File: config.mk
export PLATFORM = sky130hd
export DESIGN_NAME = buttons_debounce_flat
export DESIGN_NICKNAME = d
export VERILOG_FILES = /design/src/rtl/buttons_debounce_pkg.sv /design/src/rtl/buttons_debounce_if.sv /design/src/rtl/buttons_debounce_cell.sv /design/src/rtl/buttons_debounce.sv /design/src/flat_wrapper.sv
export SDC_FILE = /design/constraint.sdc
export NUM_CORES = 1
export LEC_CHECK = 0
export ABC_AREA = 0
export BUFFER_PORTS_ARGS = -buffer_cell sky130_fd_sc_hd__buf_4
export CAP_MARGIN = 5
export CORE_MARGIN = 1.5
export CORE_UTILIZATION = 44
export DETAILED_ROUTE_END_ITERATION = 10
export GPL_TIMING_DRIVEN = 0
export SLEW_MARGIN = 10
export SYNTH_ARGS = -nofsm -noshare
export SYNTH_HDL_FRONTEND = slang
export SYNTH_SLANG_ARGS = --single-unit
File: constraint.sdc
create_clock -name clk -period 1.7 [get_ports clk]
set_input_delay 0.17 -clock clk [delete_from_list [all_inputs] [get_ports clk]]
set_output_delay 0.17 -clock clk [all_outputs]
set_load 0.02 [all_outputs]
File: src/rtl/buttons_debounce_pkg.sv
// Shared constants and types for the push-button debouncer.
// DEBOUNCE_CYCLES is the board default; DEBOUNCE_SIM keeps simulations short.
package buttons_pkg;

    localparam int CLK_HZ          = 12_000_000;
    localparam int DEBOUNCE_MS     = 10;
    localparam int DEBOUNCE_CYCLES = (CLK_HZ / 1000) * DEBOUNCE_MS;
    localparam int DEBOUNCE_SIM    = 4;

    // Per-button view handed from a cell to the top level
    typedef struct packed {
        logic state;
        logic press;
        logic rel;
        logic toggle;
    } btn_evt_t;

endpackage

File: src/rtl/buttons_debounce_if.sv
// Button-side bundle: raw pins in, debounced level/pulses/toggle out.
interface buttons_debounce_if #(
    parameter int N = 4
);

    logic [N-1:0] btn_i;
    logic [N-1:0] state_o;
    logic [N-1:0] press_o;
    logic [N-1:0] release_o;
    logic [N-1:0] toggle_o;

    modport slave (
        input  btn_i,
        output state_o,
        output press_o,
        output release_o,
        output toggle_o
    );

    modport master (
        output btn_i,
        input  state_o,
        input  press_o,
        input  release_o,
        input  toggle_o
    );

endinterface

File: src/rtl/buttons_debounce_cell.sv
// One button: two-flop synchronizer, stability counter, debounced level,
// registered press/release pulses and a toggle bit that flips on each press.
module debounce_cell
    import buttons_pkg::*;
#(
    parameter int DEBOUNCE   = DEBOUNCE_SIM,
    parameter int ACTIVE_LOW = 1
) (
    input  logic     clk,
    input  logic     rstn,
    input  logic     btn_i,
    output btn_evt_t evt_o
);

    localparam int             CW       = $clog2(DEBOUNCE + 1);
    localparam logic [CW-1:0]  CNT_LAST = CW'(DEBOUNCE - 1);
    localparam logic           POL      = (ACTIVE_LOW != 0) ? 1'b1 : 1'b0;

    logic          lvl_s;
    logic          s0_q, s1_q;
    logic [CW-1:0] cnt_q, cnt_d;
    logic          state_q, state_d;
    logic          press_q, press_d;
    logic          release_q, release_d;
    logic          toggle_q, toggle_d;

    assign lvl_s = btn_i ^ POL;

    // Counter only advances while the synchronized level disagrees with state
    always_comb begin
        cnt_d     = cnt_q;
        state_d   = state_q;
        press_d   = 1'b0;
        release_d = 1'b0;
        toggle_d  = toggle_q;
        if (s1_q == state_q) begin
            cnt_d = {CW{1'b0}};
        end else if (cnt_q == CNT_LAST) begin
            cnt_d     = {CW{1'b0}};
            state_d   = s1_q;
            press_d   = s1_q;
            release_d = ~s1_q;
            toggle_d  = toggle_q ^ s1_q;
        end else begin
            cnt_d = cnt_q + CW'(1);
        end
    end

    // Synchronizer and debounce state registers
    always_ff @(posedge clk or negedge rstn) begin
        if (!rstn) begin
            s0_q      <= 1'b0;
            s1_q      <= 1'b0;
            cnt_q     <= {CW{1'b0}};
            state_q   <= 1'b0;
            press_q   <= 1'b0;
            release_q <= 1'b0;
            toggle_q  <= 1'b0;
        end else begin
            s0_q      <= lvl_s;
            s1_q      <= s0_q;
            cnt_q     <= cnt_d;
            state_q   <= state_d;
            press_q   <= press_d;
            release_q <= release_d;
            toggle_q  <= toggle_d;
        end
    end

    assign evt_o = '{state: state_q, press: press_q, rel: release_q, toggle: toggle_q};

endmodule

File: src/rtl/buttons_debounce.sv
// N independent debounce cells between the raw button pins and user logic.
module buttons_debounce
    import buttons_pkg::*;
#(
    parameter int N          = 4,
    parameter int DEBOUNCE   = DEBOUNCE_CYCLES,
    parameter int ACTIVE_LOW = 1
) (
    input  logic                 clk,
    input  logic                 rstn,
    buttons_debounce_if.slave    btn_bus
);

    btn_evt_t     evt_s [N];
    logic [N-1:0] state_s, press_s, release_s, toggle_s;

    for (genvar i = 0; i < N; i++) begin : g_cell
        debounce_cell #(
            .DEBOUNCE   (DEBOUNCE),
            .ACTIVE_LOW (ACTIVE_LOW)
        ) u_cell (
            .clk   (clk),
            .rstn  (rstn),
            .btn_i (btn_bus.btn_i[i]),
            .evt_o (evt_s[i])
        );
    end

    // Repack per-cell records into per-signal vectors
    always_comb begin
        state_s   = {N{1'b0}};
        press_s   = {N{1'b0}};
        release_s = {N{1'b0}};
        toggle_s  = {N{1'b0}};
        for (int k = 0; k < N; k++) begin
            state_s[k]   = evt_s[k].state;
            press_s[k]   = evt_s[k].press;
            release_s[k] = evt_s[k].rel;
            toggle_s[k]  = evt_s[k].toggle;
        end
    end

    assign btn_bus.state_o   = state_s;
    assign btn_bus.press_o   = press_s;
    assign btn_bus.release_o = release_s;
    assign btn_bus.toggle_o  = toggle_s;

endmodule

File: src/flat_wrapper.sv
// flat-port wrapper written by rule: the top's interface ports become plain ports
module buttons_debounce_flat import buttons_pkg::*;
#(
    parameter int N          = 4,
    parameter int DEBOUNCE   = DEBOUNCE_CYCLES,
    parameter int ACTIVE_LOW = 1
)
  (clk, rstn, btn_bus_btn_i, btn_bus_state_o, btn_bus_press_o, btn_bus_release_o, btn_bus_toggle_o);
  buttons_debounce_if #(.N(N)) btn_bus_i ();
  input  logic clk;
  input  logic rstn;
  input wire logic [$bits(btn_bus_i.btn_i)-1:0] btn_bus_btn_i;
  output wire logic [$bits(btn_bus_i.state_o)-1:0] btn_bus_state_o;
  output wire logic [$bits(btn_bus_i.press_o)-1:0] btn_bus_press_o;
  output wire logic [$bits(btn_bus_i.release_o)-1:0] btn_bus_release_o;
  output wire logic [$bits(btn_bus_i.toggle_o)-1:0] btn_bus_toggle_o;
  assign btn_bus_i.btn_i = btn_bus_btn_i;
  assign btn_bus_state_o = btn_bus_i.state_o;
  assign btn_bus_press_o = btn_bus_i.press_o;
  assign btn_bus_release_o = btn_bus_i.release_o;
  assign btn_bus_toggle_o = btn_bus_i.toggle_o;
  buttons_debounce #(.N(N), .DEBOUNCE(DEBOUNCE), .ACTIVE_LOW(ACTIVE_LOW)) u_core (.clk(clk), .rstn(rstn), .btn_bus(btn_bus_i));
endmodule
==> flow_metrics.tcl, run 1 <==
set metrics [dict create \
    layout.cells.non_filler 634 \
    path_cells "buf_6 -> or4b_4 -> nor4_4 -> or2_1 -> buf_6 -> clkbuf_16 -> nor2_2" \
    diodes 0 \
    holdWs_ps 356 \
    worstHoldEndpoint "u_core.g_cell[2].u_cell.s1_q" \
    ys_seq_elements 92 \
    drt-wirelength-per-cell_um 13.3 \
    p_per_area_nw_per_um2 718 \
    crit_slowest_cell "or4b_4" \
    cts_max_path_buffers 2 \
    layout_commonest_cell "dfrtp_1" \
    pin_count 22 \
    rr_endpoint "u_core.g_cell[0].u_cell.cnt_q[10]" \
    clkTransAtPathRegs_ps 90 \
    syn-instance-count 431 \
    criticalPathCategory "reg -> reg" \
    netlist_area_sq_um 4490 \
    drcViolationCount 0 \
    post-place-ws_ps -286 \
    period_share 1.04 \
    cp_max_fo 7 \
    clock_skew_ps 7.88 \
    cp_data_arrival_time_ps 2030 \
    grt_pass1_wl_mm 14.6 \
    detailed_place_hpwl_mm 5.16 \
    fin_nets 506 \
    cts_root_buf "clkbuf_8" \
    outcome "complete, but fails checks" \
    avgViaCountPerCell 5.10 \
    ir_drop_mv 0.575 \
    fp.dieArea_sq_um 10800 \
    layout_common_cells "dfrtp_1, buf_4, nor2_1" \
    finish.instance_area_sq_um 5460 \
    grt_overflow_total 0 \
    numCtsBuffers 9 \
    layout-drive-gt1-share 0.257 \
    rsz0062_at_grt "yes" \
    worst_slew_pin_slew_ps 809 \
    grt_max_degree 93 \
    die_x_um 104 \
    maxCapViolCount 0 \
    worst-r2r-setup-slack_ps -60 \
    timing.final.crit_period_ps 1760 \
    rr_startpoint "u_core.g_cell[0].u_cell.cnt_q[11]" \
    min_path_type "reg -> reg" \
    place.gp.congestion 0.808 \
    area_growth_pct 21.6 \
    core_area_sq_um 9820 \
    reg2regPathDepth 7 \
    place_area_sq_um 4830 \
    start_kind "register" \
    p_total_mw 3.93 \
    synth.distinct_cells 41 \
    grt_pass1_vias 3153 \
    ys_seq_area_frac 0.513 \
    maxSlewViolCount 0 \
    die_y_um 104 \
    hold_depth 0 \
    final-hold-violation-count 0 \
    min_from "u_core.g_cell[2].u_cell.s0_q" \
    tns_ps -696 \
    h-tree-depth 3 \
    dp.cells 585 \
    syn-num-nets 441 \
    synth_warnings 0 \
    ant_nets 0 \
    first_pass_iters 4 \
    drt_iter0_drc 124 \
    relSlewSlack 0.460 \
    required_ps 1960 \
    grt.total_usage 0.165 \
    p_leak_nw 2.25 \
    start_util 0.457 \
    drt-total-wl_mm 8.44 \
    max_freq_ghz 0.567 \
    worst_skew_pair.late_latency_ps 370 \
    finalSetupViolations 17 \
    cp_common_cell "buf_6" \
    vias 3231 \
    startpoint "u_core.g_cell[0].u_cell.cnt_q[11]" \
    fin_util 0.556 \
    clock_sinks 92 \
    endpoint_kind "register" \
    cts_tree "yes" \
    row_count 36 \
    setup_slack_ps -63.4 \
    post_synth.cell_area_avg_sq_um 10.4 \
    violations "setup timing" \
    slowest_delay_ps 520 \
    portBuffers 21 \
    antenna_found_initial 0 \
]
==> power breakdown <==
group	internal (mW)	switching [mW]
sequential	2.22	0.0371
combinational	0.0972	0.115
clock	0.680	0.777
==> flip-flops by register name, indices dropped and copies added, names as in the netlist <==
| name | count |
|---|---|
| u_core.g_cell.u_cell.release_q | 4 |
| u_core.g_cell.u_cell.state_q | 4 |
| u_core.g_cell.u_cell.cnt_q | 68 |
| u_core.g_cell.u_cell.press_q | 4 |
| u_core.g_cell.u_cell.s0_q | 4 |
| u_core.g_cell.u_cell.s1_q | 4 |
| u_core.g_cell.u_cell.toggle_q | 4 |
==> cell usage after synthesis (all sizes together) <==
master	n	area (sq um)
o21ai	1	5.00
nand3	21	110
ha	4	50.1
nand4bb	7	78.8
nor2	71	267
buf	26	199
nor4	16	113
dfrtp	92	2300
inv	13	48.8
xor2	20	175
nor3b	8	65.1
nor3	18	90.1
nand3b	3	22.5
xnor2	44	385
or2	4	25.0
and3	2	12.5
nand4	23	159
and4	5	43.8
or4b	1	10.0
nor4b	2	17.5
and2	1	6.26
mux2	4	45.0
or3	1	6.26
o31ai	3	22.5
or4	5	45.0
nand2b	1	6.26
nand2	23	91.3
a21oi	4	20.0
nand4b	8	70.1
==> metal layers <==
metal  vias up  wire, um  GRT usage
met3        12       302     0.0426
met2        54      3960      0.261
li1       1608         -          -
met1      1557      4020      0.220
met4         0       160     0.0595
met5         -         0          0
==> cell type report <==
| type | instances | area, sq um |
|---|---|---|
| inverters | 13 | 48.8 |
| clock buffers | 10 | 128 |
| clock inverters | 6 | 65.1 |
| plain buffers | 24 | 205 |
| well taps | 133 | 166 |
| fillers | 890 | 4360 |
| repair buffers | 56 | 454 |
| multi-input cells | 300 | 2080 |
| flip-flops and latches | 92 | 2310 |
==> cells by family (layout without fill, tap and decap cells) <==
family,Yosys count,count (layout),synth area share
flip-flops,92,92,0.513
buffers and inverters,39,109,0.0552
XOR/XNOR,64,64,0.125
adder cells (fa/ha/maj),4,4,0.0111
AND/OR/NAND/NOR,220,220,0.276
AO/OA/AOI/OAI,8,8,0.0106
multiplexers,4,4,0.0100
==> critical path: cells and delay by family (launching register included) <==
family / cells / cell delay, ps
buffers and inverters: 3 / 410
DFF: 1 / 380
and+or+nand+nor: 4 / 870
==> what timing repair did <==
action	CTS	global route
endpoints found under the setup margin	72	52
gates cloned	0	1
resized for setup	17	21
setup buffers	19	10
pin swaps	9	10
hold buffers	4	1
hold endpoints to repair	4	92
==> worst max-delay path by stage <==
stage / endpoint
CTS: u_core.g_cell[0].u_cell.cnt_q[8]
global route: u_core.g_cell[0].u_cell.cnt_q[10]
global placement: u_core.g_cell[2].u_cell.cnt_q[9]
detailed placement: u_core.g_cell[2].u_cell.cnt_q[8]
finish: u_core.g_cell[0].u_cell.cnt_q[10]
floorplan: u_core.g_cell[2].u_cell.cnt_q[15]
Power figures use the tool's default switching activity.
==> run 2: changes to the inputs <==
- ABC_AREA: 0 -> 1
- CELL_PAD_IN_SITES_DETAIL_PLACEMENT: unset -> 0
- CELL_PAD_IN_SITES_GLOBAL_PLACEMENT: unset -> 2
- CORE_UTILIZATION: 44 -> 33
- PLACE_DENSITY_LB_ADDON: unset -> 0.1
==> flow_metrics.tcl, run 2 <==
set metrics [dict create \
    diodes 0 \
    setup_slack_ps 182 \
    drt_iter0_drc 208 \
    syn-num-nets 611 \
    critPathBufInv 2 \
    cp_max_fo 5 \
    fin_nets 651 \
    cp.depth 7 \
    largest_reg_flops 68 \
    first_pass_iters 4 \
    grt.total_usage 0.145 \
    rr_startpoint "u_core.g_cell[0].u_cell.cnt_q[0]" \
    finalSetupViolations 0 \
    min_path_type "reg -> reg" \
    clock_sinks 92 \
    endpoint_kind "register" \
    detailed_place_hpwl_mm 6.97 \
    maxSlewViolCount 0 \
    layout_commonest_cell "nor2_1" \
    final-hold-violation-count 0 \
    period_share 0.893 \
    synth_warnings 0 \
    worst_skew_pair.late_latency_ps 350 \
    row_count 43 \
    yosysMostFrequentCell "nor2_1" \
    grt_pass1_wl_mm 16.7 \
    ys_seq_area_frac 0.486 \
    clock_skew_ps 5.27 \
    synthArstFlopShare 1.00 \
    crit_slowest_cell "dfrtp_1" \
    netlist_top_cells_area "dfrtp_1, nor2_1, nand2_1" \
    start_kind "register" \
    h-tree-depth 3 \
    worst_slew_pin_slew_ps 846 \
    netlist_area_sq_um 4730 \
    fp.dieArea_sq_um 15100 \
    timing.final.crit_period_ps 1520 \
    yosys-top-cells-count "nor2_1, nand2_1, dfrtp_1" \
    ys_seq_elements 92 \
    grt_max_degree 93 \
    cp_data_arrival_time_ps 1790 \
    cp_common_cell "buf_4" \
    die_x_um 123 \
    cts_max_path_buffers 2 \
    tns_ps 0 \
    startpoint "u_core.g_cell[0].u_cell.cnt_q[0]" \
    maxCapViolCount 0 \
    cts_root_buf "clkbuf_16" \
    ir_drop_mv 0.566 \
    top_register "u_core.g_cell.u_cell.cnt_q" \
    criticalPathCategory "reg -> reg" \
    place.gp.congestion 0.772 \
    path_cells "ha_1 -> nand3_1 -> nor2_4 -> nand4_1 -> buf_4 -> buf_4 -> nor3_1" \
    grt_overflow_total 0 \
    reg2regPathDepth 7 \
    drt-total-wl_mm 9.92 \
    rr_endpoint "u_core.g_cell[0].u_cell.press_q" \
    yosysTopAreaCellShare 0.486 \
    drcViolationCount 0 \
    start_util 0.340 \
    max_freq_ghz 0.659 \
    grt_pass1_vias 3479 \
    crit_family "simple AND/OR/NAND/NOR gates" \
    crit_path_end "u_core.g_cell[0].u_cell.press_q" \
    synth-main-ff-cell "dfrtp_1" \
    numCtsBuffers 9 \
    synth.distinct_cells 25 \
    layout_common_cells "nor2_1, nand2_1, dfrtp_1" \
    portBuffers 21 \
    pin_count 22 \
    vias 3695 \
    layout-drive-gt1-share 0.127 \
    post_synth.cell_area_avg_sq_um 7.88 \
    die_y_um 123 \
    slowest_delay_ps 370 \
    post-place-ws_ps 33.4 \
    antenna_found_initial 0 \
    outcome "completed" \
    core_area_sq_um 13900 \
    clkTransAtPathRegs_ps 70 \
    cts_tree "yes" \
    drt-wirelength-per-cell_um 12.0 \
    p_leak_nw 2.43 \
    area_growth_pct 16.6 \
    worst-r2r-setup-slack_ps 180 \
    avgViaCountPerCell 4.47 \
    synth_top_cell_by_area "dfrtp_1" \
    holdWs_ps 351 \
    syn-instance-count 601 \
    p_per_area_nw_per_um2 799 \
    relSlewSlack 0.436 \
    synth_edf_count 0 \
    required_ps 1970 \
    ant_nets 0 \
    rsz0062_at_grt "no" \
]
==> run 2: cell types whose count changed after synthesis, moves of 14 or more <==
cell	before	now
inv_1	13	66
nand2_1	21	128
nand3_1	20	38
nand4_1	22	8
nor2_1	71	150
nor4_1	14	0
xnor2_1	44	8
==> run 2: worst min path at each step <==
stage | cells after the start | end | slack (ps) | from
after floorplan | 0 | u_core.g_cell[0].u_cell.cnt_q[0] | -130 | rstn
after global placement | 2 | u_core.g_cell[2].u_cell.s0_q | 310 | btn_bus_btn_i[2]
after detailed placement | 2 | u_core.g_cell[1].u_cell.s0_q | 320 | btn_bus_btn_i[1]
after CTS | 1 | u_core.g_cell[1].u_cell.cnt_q[8] | 120 | rstn
after global routing | 0 | u_core.g_cell[3].u_cell.s1_q | 370 | u_core.g_cell[3].u_cell.s0_q
final | 0 | u_core.g_cell[2].u_cell.s1_q | 350 | u_core.g_cell[2].u_cell.s0_q
==> run 2: what timing repair did <==
action                                  4_1_cts  5_1_grt
endpoints found under the setup margin        0       31
gates resized for setup                       0        9
setup buffers                                 0        2
endpoints found under the hold margin         4       49
hold buffers                                  4        1
==> run 2: logic make-up after synthesis <==
logic type | synth area share
adder cells (fa/ha/maj) | 0.0106
AND/OR/NAND/NOR | 0.337
flip-flops | 0.486
buffers and inverters | 0.0809
AO/OA/AOI/OAI | 0.0201
XOR/XNOR | 0.0647
==> run 2: cell type report <==
class                      count  area (sq um)
buffer                        17           131
timing repair buffer          28           226
clock buffer                   9           225
clock inverter                 7          67.6
multi-input combinational    426          2090
fill                        1447          8410
tap                          180           225
inverter                      67           251
sequential                    92          2300
==> run 2: layer usage <==
| layer | GRT usage | routed length [um] |
|---|---|---|
| met2 | 0.236 | 4610 |
| met3 | 0.0474 | 329 |
| met4 | 0.0414 | 123 |
| met1 | 0.183 | 4860 |
| met5 | 0 | 0 |
==> run 2: through the flow <==
step	cells	area (sq um)	utilization	power, mW
finish	826	5520	0.396	4.41
global route	826	5520	0.396	4.62
CTS	822	5450	0.391	4.51
detailed placement	802	5120	0.367	2.43
global placement	802	5120	0.367	2.43
floorplan	601	4730	-	2.35
==> run 2: power breakdown <==
group	switching, mW	total (mW)	internal (mW)
clock network	0.883	2.01	1.13
logic	0.109	0.153	0.0445
registers	0.0245	2.25	2.22
total	1.02	4.41	3.40
